### src/rtl/divremsqrt_iter_fsm_pkg.sv
// Shared definitions for the divide/remainder/sqrt iteration controller.
//   state_t  : controller states (IDLE, BUSY, DONE)
//   FMT_*    : floating-point format encodings carried on FmtE
//   fp_iters : iteration count for an NF-bit fraction at RK bits per cycle
package divremsqrt_iter_fsm_pkg;

   typedef enum logic [1:0] {
      IDLE = 2'd0,
      BUSY = 2'd1,
      DONE = 2'd2
   } state_t;

   localparam logic [1:0] FMT_S = 2'd0;
   localparam logic [1:0] FMT_D = 2'd1;
   localparam logic [1:0] FMT_H = 2'd2;
   localparam logic [1:0] FMT_Q = 2'd3;

   // ceil((nf + 3) / rk) - 1 : the +3 covers the integer bit plus the
   // guard/round bits the postprocessor needs; the -1 is because the
   // counter counts down to zero inclusively.
   function automatic int fp_iters(input int nf, input int rk);
      return (nf + 3 + rk - 1) / rk - 1;
   endfunction

endpackage

### src/rtl/divremsqrt_iter_fsm_if.sv
// Handshake bundle between the Execute-stage pipeline and the iteration
// controller.
//   master : pipeline side (drives start/stall/flush/format, reads status)
//   slave  : controller side
interface divremsqrt_iter_fsm_if #(
   parameter int DURLEN = 6
);
   logic              FDivStartE;
   logic              StallE;
   logic              StallM;
   logic              FlushE;
   logic [1:0]        FmtE;
   logic              IntDivE;
   logic [DURLEN-1:0] nE;
   logic              SpecialCaseE;
   logic              WZeroE;
   logic              IFDivStartE;
   logic              FDivBusyE;
   logic              FDivDoneE;
   logic [DURLEN-1:0] IterCntE;

   modport master (
      output FDivStartE, StallE, StallM, FlushE, FmtE, IntDivE, nE,
             SpecialCaseE, WZeroE,
      input  IFDivStartE, FDivBusyE, FDivDoneE, IterCntE
   );

   modport slave (
      input  FDivStartE, StallE, StallM, FlushE, FmtE, IntDivE, nE,
             SpecialCaseE, WZeroE,
      output IFDivStartE, FDivBusyE, FDivDoneE, IterCntE
   );
endinterface

### src/rtl/divremsqrt_cyclecalc.sv
// Combinational iteration-count selector.
//   fmt    : FP format (S/D/H/Q)
//   intdiv : integer op; count comes straight from n
//   n      : integer iteration count from the preprocessor
//   cycles : count to load into the iteration counter
module divremsqrt_cyclecalc #(
   parameter int RK     = 2,
   parameter int DURLEN = 6,
   parameter int NF_S   = 23,
   parameter int NF_D   = 52,
   parameter int NF_H   = 10,
   parameter int NF_Q   = 112
) (
   input  logic [1:0]        fmt,
   input  logic              intdiv,
   input  logic [DURLEN-1:0] n,
   output logic [DURLEN-1:0] cycles
);
   import divremsqrt_iter_fsm_pkg::*;

   localparam logic [DURLEN-1:0] CYC_S = DURLEN'(fp_iters(NF_S, RK));
   localparam logic [DURLEN-1:0] CYC_D = DURLEN'(fp_iters(NF_D, RK));
   localparam logic [DURLEN-1:0] CYC_H = DURLEN'(fp_iters(NF_H, RK));
   localparam logic [DURLEN-1:0] CYC_Q = DURLEN'(fp_iters(NF_Q, RK));

   // Sqrt shares the divide count, so only format and intdiv matter.
   always_comb begin
      cycles = CYC_S;
      if (intdiv) begin
         cycles = n;
      end else begin
         case (fmt)
            FMT_S:   cycles = CYC_S;
            FMT_D:   cycles = CYC_D;
            FMT_H:   cycles = CYC_H;
            default: cycles = CYC_Q;
         endcase
      end
   end
endmodule

### src/rtl/divremsqrt_iter_fsm.sv
// Iteration controller for the radix-2^k divide/remainder/sqrt unit.
// Accepts a start request, loads an iteration count, sequences the
// recurrence and raises busy/done to the pipeline stall logic.
//   clk   : core clock
//   reset : asynchronous, active-low
//   bus   : slave side of divremsqrt_iter_fsm_if (start/stall/flush/format
//           in; IFDivStartE/FDivBusyE/FDivDoneE/IterCntE out)
module divremsqrt_iter_fsm #(
   parameter int LOGR      = 2,
   parameter int DIVCOPIES = 1,
   parameter int DURLEN    = 6,
   parameter int NF_S      = 23,
   parameter int NF_D      = 52,
   parameter int NF_H      = 10,
   parameter int NF_Q      = 112
) (
   input  logic                 clk,
   input  logic                 reset,
   divremsqrt_iter_fsm_if.slave bus
);
   import divremsqrt_iter_fsm_pkg::*;

   localparam int RK = LOGR * DIVCOPIES;

   state_t            state_reg, state_next;
   logic [DURLEN-1:0] cnt_reg, cnt_next;
   logic [DURLEN-1:0] cycles;
   logic              accept;

   divremsqrt_cyclecalc #(
      .RK     (RK),
      .DURLEN (DURLEN),
      .NF_S   (NF_S),
      .NF_D   (NF_D),
      .NF_H   (NF_H),
      .NF_Q   (NF_Q)
   ) u_cyclecalc (
      .fmt    (bus.FmtE),
      .intdiv (bus.IntDivE),
      .n      (bus.nE),
      .cycles (cycles)
   );

   assign accept = (state_reg == IDLE) & bus.FDivStartE & ~bus.StallE & ~bus.FlushE;

   // State register
   always_ff @(posedge clk or negedge reset) begin
      if (!reset) state_reg <= IDLE;
      else        state_reg <= state_next;
   end

   // Next-state logic; flush beats completion, early exit beats count-out.
   always_comb begin
      state_next = state_reg;
      case (state_reg)
         IDLE: if (accept) state_next = bus.SpecialCaseE ? DONE : BUSY;
         BUSY: begin
            if (bus.FlushE)                         state_next = IDLE;
            else if (bus.WZeroE || cnt_reg == '0)   state_next = DONE;
         end
         DONE: if (bus.FlushE || !bus.StallM) state_next = IDLE;
         default: state_next = IDLE;
      endcase
   end

   // Iteration counter: loaded on every accept (special cases included),
   // counts down while BUSY and sticks at zero. Flush leaves it alone.
   always_comb begin
      cnt_next = cnt_reg;
      if (accept)
         cnt_next = cycles;
      else if (state_reg == BUSY && cnt_reg != '0)
         cnt_next = cnt_reg - DURLEN'(1);
   end

   always_ff @(posedge clk or negedge reset) begin
      if (!reset) cnt_reg <= '0;
      else        cnt_reg <= cnt_next;
   end

   // Outputs; busy covers the accept cycle so the pipeline stalls at once.
   always_comb begin
      bus.IFDivStartE = accept & ~bus.SpecialCaseE;
      bus.FDivBusyE   = (state_reg == BUSY) | (accept & ~bus.SpecialCaseE);
      bus.FDivDoneE   = (state_reg == DONE);
      bus.IterCntE    = cnt_reg;
   end
endmodule
### src/flat_wrapper.sv
// flat-port wrapper written by rule: the top's interface ports become plain ports
module divremsqrt_iter_fsm_flat import divremsqrt_iter_fsm_pkg::*;
#(
   parameter int LOGR      = 2,
   parameter int DIVCOPIES = 1,
   parameter int DURLEN    = 6,
   parameter int NF_S      = 23,
   parameter int NF_D      = 52,
   parameter int NF_H      = 10,
   parameter int NF_Q      = 112
)
  (clk, reset, bus_FDivStartE, bus_StallE, bus_StallM, bus_FlushE, bus_FmtE, bus_IntDivE, bus_nE, bus_SpecialCaseE, bus_WZeroE, bus_IFDivStartE, bus_FDivBusyE, bus_FDivDoneE, bus_IterCntE);
  divremsqrt_iter_fsm_if #(.DURLEN(DURLEN)) bus_i ();
  input  logic clk;
  input  logic reset;
  input wire logic [$bits(bus_i.FDivStartE)-1:0] bus_FDivStartE;
  input wire logic [$bits(bus_i.StallE)-1:0] bus_StallE;
  input wire logic [$bits(bus_i.StallM)-1:0] bus_StallM;
  input wire logic [$bits(bus_i.FlushE)-1:0] bus_FlushE;
  input wire logic [$bits(bus_i.FmtE)-1:0] bus_FmtE;
  input wire logic [$bits(bus_i.IntDivE)-1:0] bus_IntDivE;
  input wire logic [$bits(bus_i.nE)-1:0] bus_nE;
  input wire logic [$bits(bus_i.SpecialCaseE)-1:0] bus_SpecialCaseE;
  input wire logic [$bits(bus_i.WZeroE)-1:0] bus_WZeroE;
  output wire logic [$bits(bus_i.IFDivStartE)-1:0] bus_IFDivStartE;
  output wire logic [$bits(bus_i.FDivBusyE)-1:0] bus_FDivBusyE;
  output wire logic [$bits(bus_i.FDivDoneE)-1:0] bus_FDivDoneE;
  output wire logic [$bits(bus_i.IterCntE)-1:0] bus_IterCntE;
  assign bus_i.FDivStartE = bus_FDivStartE;
  assign bus_i.StallE = bus_StallE;
  assign bus_i.StallM = bus_StallM;
  assign bus_i.FlushE = bus_FlushE;
  assign bus_i.FmtE = bus_FmtE;
  assign bus_i.IntDivE = bus_IntDivE;
  assign bus_i.nE = bus_nE;
  assign bus_i.SpecialCaseE = bus_SpecialCaseE;
  assign bus_i.WZeroE = bus_WZeroE;
  assign bus_IFDivStartE = bus_i.IFDivStartE;
  assign bus_FDivBusyE = bus_i.FDivBusyE;
  assign bus_FDivDoneE = bus_i.FDivDoneE;
  assign bus_IterCntE = bus_i.IterCntE;
  divremsqrt_iter_fsm #(.LOGR(LOGR), .DIVCOPIES(DIVCOPIES), .DURLEN(DURLEN), .NF_S(NF_S), .NF_D(NF_D), .NF_H(NF_H), .NF_Q(NF_Q)) u_core (.clk(clk), .reset(reset), .bus(bus_i));
endmodule
### config.mk
export PLATFORM = sky130hd
export DESIGN_NAME = divremsqrt_iter_fsm_flat
export DESIGN_NICKNAME = d
export VERILOG_FILES = /design/src/rtl/divremsqrt_iter_fsm_pkg.sv /design/src/rtl/divremsqrt_iter_fsm_if.sv /design/src/rtl/divremsqrt_cyclecalc.sv /design/src/rtl/divremsqrt_iter_fsm.sv /design/src/flat_wrapper.sv
export SDC_FILE = /design/constraint.sdc
export NUM_CORES = 1
export LEC_CHECK = 0
export BUFFER_PORTS_ARGS = -buffer_cell sky130_fd_sc_hd__buf_2
export CELL_PAD_IN_SITES_DETAIL_PLACEMENT = 0
export CELL_PAD_IN_SITES_GLOBAL_PLACEMENT = 1
export CORE_ASPECT_RATIO = 1.4
export CORE_MARGIN = 10
export CORE_UTILIZATION = 31
export DETAILED_ROUTE_END_ITERATION = 8
export HOLD_SLACK_MARGIN = 0.02
export PLACE_DENSITY = 0.79
export SLEW_MARGIN = 10
export SYNTH_ARGS = -nofsm -noshare
export SYNTH_HDL_FRONTEND = slang
export SYNTH_SLANG_ARGS = --single-unit
### constraint.sdc
create_clock -name clk -period 1.5 [get_ports clk]
set_input_delay 0.225 -clock clk [delete_from_list [all_inputs] [get_ports clk]]
set_output_delay 0.225 -clock clk [all_outputs]
set_load 0.05 [all_outputs]
==> flow_metrics.py, run 1 <==
metrics = {
    "drt": {
        "drc": 0,
        "routed_wl_um": 1895,
        "vias_per_cell": 4.979,
        "vias": 697,
        "wl_per_cell_um": 13.54,
        "first_iter_violations": 6,
        "drtPass1Iterations": 4,
        "drtAntennaViolNets": 0,
    },
    "sta": {
        "worst_slew_pin_slew_ns": 0.3253,
        "finClkSkew_ns": 0.007320,
        "setup_violations": 8,
        "report.final.slew_viol_count": 0,
        "slew-limit-headroom_pct": 78.14,
        "finalWorstSetupSlack_ns": -0.2455,
        "fmax_mhz": 572.9,
        "fin_crit_sh_pct": 116.4,
        "hold_viol": 0,
        "tns_ns": -0.7481,
        "period_needed_ns": 1.746,
        "rsz0062_at_grt": "yes",
    },
    "worst_setup_path": {
        "crit_required_ns": 1.27,
        "worstSetupPathType": "flip-flop to output port",
        "end_kind": "output port",
        "crit_fanout": 3,
        "start_kind": "flip-flop",
        "arrival_ns": 1.52,
    },
    "global_routing": {
        "grt_pass1_wl_um": 2973,
        "grt_pass1_vias": 674,
        "grt_max_degree": 13,
        "track_usage_pct": 8.412,
        "grt_antenna_before_repair": 0,
        "grt_overflow_total": 0,
    },
    "logic_synthesis": {
        "synth_nets": 100,
        "yosys_register_bits": 8,
        "yosysMostFrequentCell": "nor2_1",
        "ys.flop_type": "dfrtp_1",
        "seq_area_frac_synth_pct": 29.25,
        "yosys.area.top_type_share_pct": 29.25,
        "syn-mean-instance-area_um2": 8.888,
        "synthMuxAreaShare_pct": 4.388,
        "synthArstFlopShare_pct": 100.0,
        "synth_xor_area_share_pct": 3.839,
        "yosys-top-cells-count": "nor2_1 (9), dfrtp_1 (8), a21oi_1 (7)",
        "yosys_warnings": 0,
        "synth-edff-count": 0,
        "synthSimpleGateAreaFrac_pct": 23.03,
        "synth_top_family_by_area": "simple AND/OR/NAND/NOR gates",
        "synthAdderAreaFrac_pct": 10.97,
        "synth_compound_area_share_pct": 20.66,
        "syn-cell-area_um2": 684.4,
        "synthTopCellsByArea": "dfrtp_1 (29%), ha_1 (11%), a21oi_1 (5.1%)",
        "synthCells": 77,
        "yosys.cell_types.count": 30,
        "yosysTopAreaCell": "dfrtp_1",
    },
    "floorplan": {
        "die_h_um": 75.60,
        "ioPinCount": 26,
        "start_util_pct": 31.80,
        "core_area_um2": 2152,
        "die_w_um": 59.71,
        "floorplan.rows": 20,
        "die-area_um2": 4514,
    },
    "finish": {
        "fill_cells": 210,
        "fin_nets": 142,
        "fin_area_um2": 1121,
        "fin_util_pct": 52.09,
        "largest_reg_flops": 6,
        "syn2layout_area_growth_pct": 63.80,
        "diodes": 0,
        "drive_gt1_share_pct": 58.47,
    },
    "pwr": {
        "power_mw": 1.452,
        "p_int_mw": 0.7402,
        "p_comb_share_pct": 60.9,
        "peakVddDrop_v": 0.0004522,
        "sw_frac_of_total_pct": 49.04,
        "p_sw_mw": 0.7123,
        "power_density_nw_per_um2": 1296,
        "p_clk_share_pct": 11.9,
        "p_leak_nw": 0.4982,
        "seqPwrFrac_pct": 27.2,
    },
    "clock_network": {
        "cts_buffers": 3,
        "clock_latency_ns": 0.25,
        "cts_sinks": 8,
        "h-tree-depth": 1,
        "cts_tree": "done",
        "clkTransAtPathRegs_ns": 0.06,
        "clk_path_buf_depth": 2,
        "cts_root_buffer": "clkbuf_4",
    },
    "placed_design": {
        "place_hpwl_um": 1491,
        "gp_congestion": 0.8177,
        "place_ws_ns": -0.09329,
        "numPortBuffers": 25,
        "place_area_um2": 960.9,
    },
    "min_path": {
        "worstHoldPathType": "input pin to flip-flop",
    },
    "flow_run": {
        "maxCapViolCount": 0,
    },
    "status": {
        "violations": "negative setup slack",
        "status": "complete, but fails checks",
    },
}
## routing by layer
layer / GRT usage (%) / wire, µm
met4: 5.250 / 52
met2: 14.11 / 968
met3: 1.833 / 140
met5: 0 / 0
met1: 9.284 / 733
## timing repair
item,in CTS,in global routing
setup endpoints to repair,6,11
hold buffers,1,0
setup buffers,1,6
pin swaps,3,8
hold endpoints to repair,8,0
resized for setup,12,7
## worst max-delay path: stages, from the launching register on
cell and delay, ns:
dfrtp_1 0.38, or4_4 0.57, o21ai_4 0.15, buf_6 0.17
## per-stage QoR
step | hold slack [ns] | instances
floorplan | -0.07059 | 77
global placement | 0.07043 | 130
detailed placement | 0.07141 | 130
CTS | 0.2514 | 136
global route | 0.2855 | 140
finish | 0.2525 | 140
## placed cells by master, fill, tap and decap left out, drive strengths merged, types with 2 or more instances in the layout
master | synthesis | routed
nor3 | 4 | 4
nor2 | 9 | 9
mux2i | 3 | 3
nand2 | 4 | 4
ha | 6 | 6
nor2b | 3 | 3
a21oi | 7 | 7
xnor2 | 3 | 3
dfrtp | 8 | 8
buf | 3 | 40
a211oi | 4 | 4
nand2b | 2 | 2
clkbuf | 1 | 4
inv | 6 | 6
o32ai | 2 | 2
## logic make-up (layout without fill, tap and decap cells)
family | Yosys count | after routing
adders and majority gates | 6 | 6
muxes | 3 | 3
AOI/OAI and AO/OA | 19 | 19
buffers and inverters | 10 | 51
xor gates and xnor gates | 3 | 3
and+or+nand+nor | 28 | 28
DFF | 8 | 8
## area by class of cell
| type | count | area (µm²) | share of cell area, % |
|---|---|---|---|
| multi-input combinational | 59 | 553.0 | 49.33 |
| timing repair buffer | 41 | 285.3 | 25.45 |
| sequential | 8 | 206.4 | 18.42 |
| tap | 22 | 27.53 | 2.455 |
| clock buffer | 4 | 26.28 | 2.344 |
| inverter | 6 | 22.52 | 2.009 |
## worst paths after layout
path | from | cells past startpoint | slack, ns | end
hold / removal | bus_nE[5] | 3 | 0.25 | u_core.bus.IterCntE[5]
hold reg to reg | u_core.bus.IterCntE[0] | 2 | 0.62 | u_core.bus.IterCntE[0]
min in group asynchronous | reset | 2 | 0.33 | u_core.bus.IterCntE[1]
setup reg to reg | u_core.state_reg[1] | 5 | -0.08 | u_core.bus.IterCntE[2]
max in group asynchronous | reset | 2 | 0.99 | u_core.bus.IterCntE[4]
setup / recovery | u_core.state_reg[1] | 3 | -0.25 | bus_FDivBusyE
## power by group through the flow
stage | sequential (mW) | combinational (mW) | clock (mW)
floorplan | 0.658 | 0.333 | 0
global placement | 0.399 | 0.839 | 0
detailed placement | 0.400 | 0.840 | 0
CTS | 0.396 | 0.862 | 0.174
global route | 0.406 | 0.951 | 0.181
finish | 0.394 | 0.885 | 0.173
No activity file was read; power rests on OpenSTA's default activity.
==> inputs of run 2 (changes only) <==
--- a/config.mk
+++ b/config.mk
@@ -10,10 +10,11 @@
 export CELL_PAD_IN_SITES_GLOBAL_PLACEMENT = 1
 export CORE_ASPECT_RATIO = 1.4
 export CORE_MARGIN = 10
-export CORE_UTILIZATION = 31
+export CORE_UTILIZATION = 35
 export DETAILED_ROUTE_END_ITERATION = 8
 export HOLD_SLACK_MARGIN = 0.02
-export PLACE_DENSITY = 0.79
+export MAX_ROUTING_LAYER = met4
+export PLACE_DENSITY = 0.84
 export SLEW_MARGIN = 10
 export SYNTH_ARGS = -nofsm -noshare
 export SYNTH_HDL_FRONTEND = slang
==> constraint.sdc (replaced) <==
create_clock -name clk -period 2.1 [get_ports clk]
set_input_delay 0.315 -clock clk [delete_from_list [all_inputs] [get_ports clk]]
set_output_delay 0.315 -clock clk [all_outputs]
set_load 0.05 [all_outputs]
==> run 2 against run 1 <==
- the flow now finishes without violations
- sequential share of layout area rose by 4.9 points
- hold slack gained 0.079 ns
- sequential power fell by 31%
- critical endpoint unchanged
- largest power group unchanged
==> flow_metrics.py, run 2 (same netlist as run 1, synthesis figures left out) <==
metrics = {
    "worst_setup_path": {
        "path_buf_inv": 1,
        "crit_fanout": 6,
        "worstSetupPathType": "flip-flop to output port",
        "cp_slowest_stage_delay_ns": 0.62,
        "crit_required_ns": 1.78,
        "end_kind": "output port",
        "cpLargestDelayFamily": "simple AND/OR/NAND/NOR gates",
        "arrival_ns": 1.69,
        "critPathSlowestCell": "or4_1",
        "start_kind": "flip-flop",
        "crit_chain": "or4_1 -> o21ai_2 -> buf_2",
    },
    "drt": {
        "drtAntennaViolNets": 0,
        "routed_wl_um": 1677,
        "wl_per_cell_um": 13.52,
        "first_iter_violations": 6,
        "vias": 638,
        "vias_per_cell": 5.145,
        "drtPass1Iterations": 4,
        "drc": 0,
    },
    "clock_network": {
        "cts_buffers": 3,
        "h-tree-depth": 1,
        "cts_setup_buffers": 0,
        "cts_sinks": 8,
        "clk_path_buf_depth": 2,
        "cts_root_buffer": "clkbuf_4",
        "clkTransAtPathRegs_ns": 0.05,
        "cts_tree": "done",
        "clock_latency_ns": 0.25,
    },
    "sta": {
        "hold_ws_ns": 0.3317,
        "worst_slew_pin_slew_ns": 0.3422,
        "fmax_mhz": 498.2,
        "hold_viol": 0,
        "period_needed_ns": 2.007,
        "rsz0062_at_grt": "no",
        "report.final.slew_viol_count": 0,
        "finClkSkew_ns": 0.0003485,
        "tns_ns": 0,
        "fin_crit_sh_pct": 95.59,
        "slew-limit-headroom_pct": 77.01,
        "setup_violations": 0,
    },
    "finish": {
        "final_cell_mix": "buf_2 (25), nor2_1 (8), dfrtp_1 (8)",
        "fin_nets": 129,
        "largest_reg_flops": 6,
        "syn2layout_area_growth_pct": 25.23,
        "drive_gt1_share_pct": 37.50,
        "fin_area_um2": 857.1,
        "fill_cells": 180,
        "diodes": 0,
        "final_common_cell": "buf_2",
    },
    "placed_design": {
        "gp_congestion": 0.7949,
        "numPortBuffers": 25,
        "place_hpwl_um": 1424,
        "place_area_um2": 824.5,
    },
    "floorplan": {
        "floorplan.rows": 18,
        "core_area_um2": 1802,
        "die_w_um": 57.38,
        "die_h_um": 72.32,
        "ioPinCount": 26,
        "die-area_um2": 4149,
        "start_util_pct": 37.99,
    },
    "pwr": {
        "p_leak_nw": 0.4049,
        "peakVddDrop_v": 0.0004003,
        "power_density_nw_per_um2": 998.8,
    },
    "global_routing": {
        "grt_antenna_before_repair": 0,
        "grt_pass1_wl_um": 2939,
        "track_usage_pct": 8.621,
        "grt_pass1_vias": 692,
        "grt_max_degree": 13,
        "grt_overflow_total": 0,
    },
    "status": {
        "status": "finished, final reports clean",
    },
    "flow_run": {
        "maxCapViolCount": 0,
    },
    "min_path": {
        "worstHoldPathType": "input pin to flip-flop",
    },
}
## run 2: changes by cell type in the layout (fill, tap and decap cells not counted), sizes merged
| cell | before | now |
|---|---|---|
| buf | 40 | 27 |
| clkbuf | 4 | 3 |
## run 2: cell type report
| type | count | area (µm²) | area share, % |
|---|---|---|---|
| sequential | 8 | 200.2 | 23.36 |
| inverter | 6 | 22.52 | 2.628 |
| tap | 20 | 25.02 | 2.920 |
| clock buffer | 3 | 22.52 | 2.628 |
| timing repair buffer | 28 | 150.1 | 17.52 |
| multi-input combinational | 59 | 436.7 | 50.95 |
## run 2: routing by layer
layer	up-vias	wire, µm	track usage, %
met5	-	0	-
met4	0	23	5.497
met3	2	109	2.439
met2	23	889	14.71
met1	286	654	8.276
li1	327	-	-
## run 2: where the power goes
part | internal (mW) | switching [mW]
Clock | 0.0654 | 0.0517
Sequential | 0.205 | 0.0677
Combinational | 0.150 | 0.316
## run 2: through the flow
step                utilization [%]  instances  setup slack, ns  power, mW
floorplan                         -         77          0.09445     0.6263
global placement              45.76        120           0.3695     0.7388
detailed placement            45.76        120           0.3461     0.7468
CTS                           47.57        124          0.08006     0.8736
global route                  47.57        124          0.02521     0.9234
finish                        47.57        124          0.09270     0.8561
## run 2: worst paths after layout
check / cells after the start / slack, ns / from / endpoint
worst max-delay path: 3 / 0.09 / u_core.state_reg[1] / bus_FDivBusyE
worst max register to register: 6 / 0.40 / u_core.bus.IterCntE[0] / u_core.bus.IterCntE[3]
min in group asynchronous: 2 / 0.44 / reset / u_core.state_reg[1]
worst min-delay path: 2 / 0.33 / bus_FlushE / u_core.state_reg[1]
worst min register to register: 2 / 0.62 / u_core.state_reg[1] / u_core.state_reg[1]
max in group asynchronous: 2 / 1.49 / reset / u_core.state_reg[0]
## run 2: repair_timing
action	CTS	global route
hold endpoints to repair	8	0
hold buffers	1	0
resized for setup	0	0
